==> config.mk <==
export PLATFORM = sky130hd
export DESIGN_NAME = settle_counter
export DESIGN_NICKNAME = d
export VERILOG_FILES = /design/src/rtl/gate_truth_table_checker_settle_counter.sv
export SDC_FILE = /design/constraint.sdc
export NUM_CORES = 1
export LEC_CHECK = 0
export ABC_AREA = 1
export BUFFER_PORTS_ARGS = -buffer_cell sky130_fd_sc_hd__buf_2
export CORE_AREA = 5 5 42 44
export CTS_BUF_LIST = sky130_fd_sc_hd__clkbuf_8
export DETAILED_ROUTE_END_ITERATION = 8
export DIE_AREA = 0 0 47 49
export PLACE_DENSITY = 0.39
export SYNTH_ARGS = -nofsm -noshare
export SYNTH_HDL_FRONTEND = slang
export SYNTH_SLANG_ARGS = --single-unit
==> constraint.sdc <==
create_clock -name clk -period 2.7 [get_ports clk]
set_clock_uncertainty 0.1 [all_clocks]
set_input_delay 0.405 -clock clk [delete_from_list [all_inputs] [get_ports clk]]
set_output_delay 0.405 -clock clk [all_outputs]
set_load 0.03 [all_outputs]
==> src/rtl/gate_truth_table_checker_settle_counter.sv <==
// Loadable down-counter that times how long each stimulus row is held before
// the gate output is sampled. The zero flag marks the final settle cycle.
module settle_counter #(
    parameter int unsigned WIDTH = 2
) (
    input  logic             clk,
    input  logic             rst,
    input  logic             load,
    input  logic [WIDTH-1:0] load_val,
    input  logic             dec,
    output logic [WIDTH-1:0] value,
    output logic             zero
);

    // Load has priority over decrement; reset clears the count.
    always_ff @(posedge clk or posedge rst) begin
        if (rst) begin
            value <= '0;
        end else if (load) begin
            value <= load_val;
        end else if (dec) begin
            value <= value - 1'b1;
        end
    end

    // Zero flag drives the DRIVE -> SAMPLE transition.
    always_comb begin
        zero = (value == '0);
    end

endmodule

Yosys cells after proc, flatten, opt, wreduce, memory -nomap -nowiden
Index checks and enable logic that the tools add are counted.
W data, S select, Z words.
{"block": "classes", "addsub": 1, "reduce_logical": 2, "n_mul": 0, "mux": 2, "eq_ne": 0, "bitwise": 0, "n_div": 0, "n_lt_le_gt_ge": 0, "shift": 0}
{"operator": "$mux W2", "count": 2}
{"operator": "$logic_not A2 Y1", "count": 1}
{"operator": "$reduce_bool A2 Y1", "count": 1}
{"operator": "$sub A2 B1 Y2 const B", "count": 1}
{"block": "word_totals", "ff_bits": 2, "mem_bits_ro": 0, "in_bits": 6, "ramBits": 0, "latchBits": 0, "output_inout_bits": 3, "word_cells": 6, "n_memories": 0}

Longest topological paths before layout
{"block": "logic_depth", "word_depth": 3, "ltp_mapped": 5, "mapped_depth_nobuf": 5}

Worst setup path after synthesis
Ideal clock, no wire load.
{"block": "synth_path", "path_kind": "register to output", "startpoint": "register value[0]", "endpoint": "output zero", "setup_slack_ns": 1.295, "t_required_ns": 2.195, "path_stages_with_launch": 3, "n_path_buf": 0, "arrival_ns": 0.900, "path_cell_list": "dfrtp_1 -> inv_1 -> ha_1"}
{"block": "synth_between", "elab_chain_len": 1}
{"element": "from (decl)", "line_no": "11", "rtl": "output logic [WIDTH-1:0] value,"}
{"element": "from (signal assigned)", "line_no": "20", "rtl": "value <= load_val;"}
{"element": "from (signal assigned)", "line_no": "22", "rtl": "value <= value - 1'b1;"}
{"element": "$logic_not A2 Y1", "line_no": "28", "rtl": "zero = (value == '0);"}
{"element": "to (decl)", "line_no": "12", "rtl": "output logic zero"}
No other way between the ends.

Worst setup path after layout
Ends and elaborated chain as after synthesis.

==> run_results.csv <==
group,metric,value,unit
critical_path,critPathCaptureType,"output pin",
routing,detail_route.iter0.violations,3,
global_route,grt_pass1_vias,168,
clock_tree,path_clk_slew,0.03,ns
pwr,pwr_density_cell,801,nW/um2
yosys,yosysWarnings,0,
cells_and_area,finalNetCount,40,
yosys,synthAdderAreaFrac,9.90,%
critical_path,setup.worst_path.class,"register to output pin",
cells_and_area,top_register,"value",
critical_path,path_max_fanout,4,
clock_tree,cts.path.max_buffers,2,
cells_and_area,largest_register_ffs,2,
floorplan,fp-row-count,14,
cells_and_area,reg.largest.list,"value: 2 flops",
sta,setup_viol,0,
critical_path,r2r_slack,1.61,ns
pwr,power_frac_comb,19.3,%
yosys,synth-seq-area-share,39.6,%
sta,slew_violations,0,
pwr,power.switching,0.0000494,W
yosys,syn_area,126,um2
clock_tree,worstSkewPairLatency,0.21,ns
critical_path,cp-start-kind,"register",
pwr,clkPwrFrac,61.3,%
clock_tree,cts_made_buffers,3,
cells_and_area,fillers,172,
sta,final-hold-violation-count,0,
yosys,synth_compound_area_share,3.96,%
floorplan,die_area,2300,um2
routing,wl,363,um
clock_tree,cts.sinks,2,
global_route,grt-ovfl-total,0,
cells_and_area,finish.utilization,17.0,%
floorplan,ios,9,
yosys,synthSimpleGateAreaFrac,31.7,%
yosys,syn_area_per_cell,6.65,um2
routing,drc,0,
sta,worst_slew_pin_slew,0.146,ns
pwr,sequentialPowerShare,19.4,%
global_route,grt_max_degree,5,
worst_hold_path,hold-path-cell-count,3,
critical_path,crit_required,2.19,ns
cells_and_area,antennaDiodeCount,0,
sta,finalCritPeriodShare,56.0,%
floorplan,core,1400,um2
clock_tree,cts_tree,"done",
clock_tree,root_buffer,"clkbuf_8",
floorplan,die_width,47,um
yosys,synthCells,19,
routing,via_per_inst,3.11,
cells_and_area,area_growth,88.1,%
pwr,swShare,25.9,%
critical_path,r2r-start,"value[0]",
yosys,synth_nets,26,
routing,ant_nets,0,
yosys,synth.distinct_cells,6,
pwr,ir_drop,0.174,mV
yosys,ys_seq_elements,2,
clock_tree,cts_max_level,1,
cells_and_area,most-common-layout-cells,"8 x nand2_1, 8 x buf_2, 5 x inv_1",
routing,dr.pass1.iters,3,
placed_design,place.gp.congestion,0.699,
sta,clock.fmax,0.662,GHz
routing,wl_per_cell,7.72,um
pwr,p_int,0.000141,W
global_route,grt_use_total,4.72,%
critical_path,worst_ep_arrival_time,1.01,ns
yosys,synth_top_family_by_area,"simple AND/OR/NAND/NOR gates",
cells_and_area,multi_input_area,57.6,um2
global_route,antenna_found_initial,0,
flow_run,maxCapViolCount,0,
critical_path,r2r_end,"value[1]",
sta,fin_setup_tns,0,ns
clock_tree,post_cts_buffers,0,
yosys,synthMuxAreaShare,0,%
sta,fin_crit,1.51,ns
worst_hold_path,whs_endpoint,"value[1]",
critical_path,ff2ff_path_depth,5,
cells_and_area,regArea,50.0,um2
cells_and_area,drive_above_1_share,35.5,%
floorplan,initial_utilization,9.02,%
yosys,synth_xor_area_share,0,%
sta,slew_headroom,90.2,%
sta,rsz0062_at_grt,"false",
floorplan,die_h,49,um
worst_hold_path,worstHoldStart,"load_val[1]",
global_route,grt_pass1_wl,696,um
routing,num_vias,146,
worst_hold_path,hold_path.class,"input pin to register",
run_status,status,"finished clean",
placed_design,io_buffers,8,
pwr,p_leak,0.142,nW
==> synthesized netlist by cell type, drive strengths merged <==
cell type,n,area (um2)
nand2,8,30.0
dfrtp,2,50.1
ha,1,12.5
inv,5,18.8
o21ai,1,5.00
nand3,2,10.0
==> worst max path at each step <==
| stage | from | to | slack, ns | cells after the start |
|---|---|---|---|---|
| floorplan | value[0] | zero | 1.30 | 2 |
| global placement | value[0] | zero | 1.43 | 3 |
| detailed placement | value[0] | zero | 1.40 | 3 |
| CTS | value[0] | zero | 1.18 | 3 |
| global route | value[0] | zero | 1.12 | 3 |
| finish | value[0] | zero | 1.19 | 3 |
==> metrics by stage <==
stage	total power, W	worst slack (ns)	hold WS, ns	instance area [um2]	cells
after floorplan	0.0000617	1.30	0.0462	126	19
after global placement	0.0000733	1.43	0.165	186	43
after detailed placement	0.0000737	1.40	0.158	186	43
after CTS	0.000195	1.18	0.313	238	47
after global routing	0.000208	1.12	0.329	238	47
final	0.000190	1.19	0.311	238	47
==> power groups by stage <==
stage                      logic, W  registers, W  clock network [W]
after detailed placement  0.0000364     0.0000373                  0
after floorplan           0.0000173     0.0000443                  0
final                     0.0000368     0.0000370           0.000117
after global routing      0.0000431     0.0000379           0.000127
after global placement    0.0000368     0.0000364                  0
after CTS                 0.0000375     0.0000371           0.000121
==> what timing repair did <==
| action | CTS | global route |
|---|---|---|
| endpoints found under the hold margin | 2 | 0 |
| resized for setup | 0 | 0 |
| hold buffers | 1 | 0 |
==> critical path, stage by stage, from the launching register on <==
cell     delay, ns
dfrtp_1       0.39
inv_1         0.06
ha_1          0.18
buf_2         0.17
==> final cells by class <==
| class | count | share of cell area (%) |
|---|---|---|
| Clock buffer | 3 | 17.4 |
| Inverter | 5 | 7.89 |
| Tap cell | 16 | 8.42 |
| Timing Repair Buffer | 9 | 21.1 |
| Multi-Input combinational cell | 12 | 24.2 |
| Sequential cell | 2 | 21.1 |
==> cells by family (layout without fill, tap and decap cells) <==
kind of cell,Yosys count,in the layout
and+or+nand+nor,10,10
buffers and inverters,5,17
AOI/OAI and AO/OA,1,1
adders and majority gates,1,1
DFF,2,2
==> per-layer routing <==
metal	part of all wire [%]	vias to the layer above	wire length, um	track usage (%)
li1	-	80	-	-
met1	52	55	189	5.95
met2	33	9	118	4.07
met3	12	2	42	3.69
met4	3.3	0	12	5.53
met5	0	-	0	0
Power figures use the tool's default switching activity.
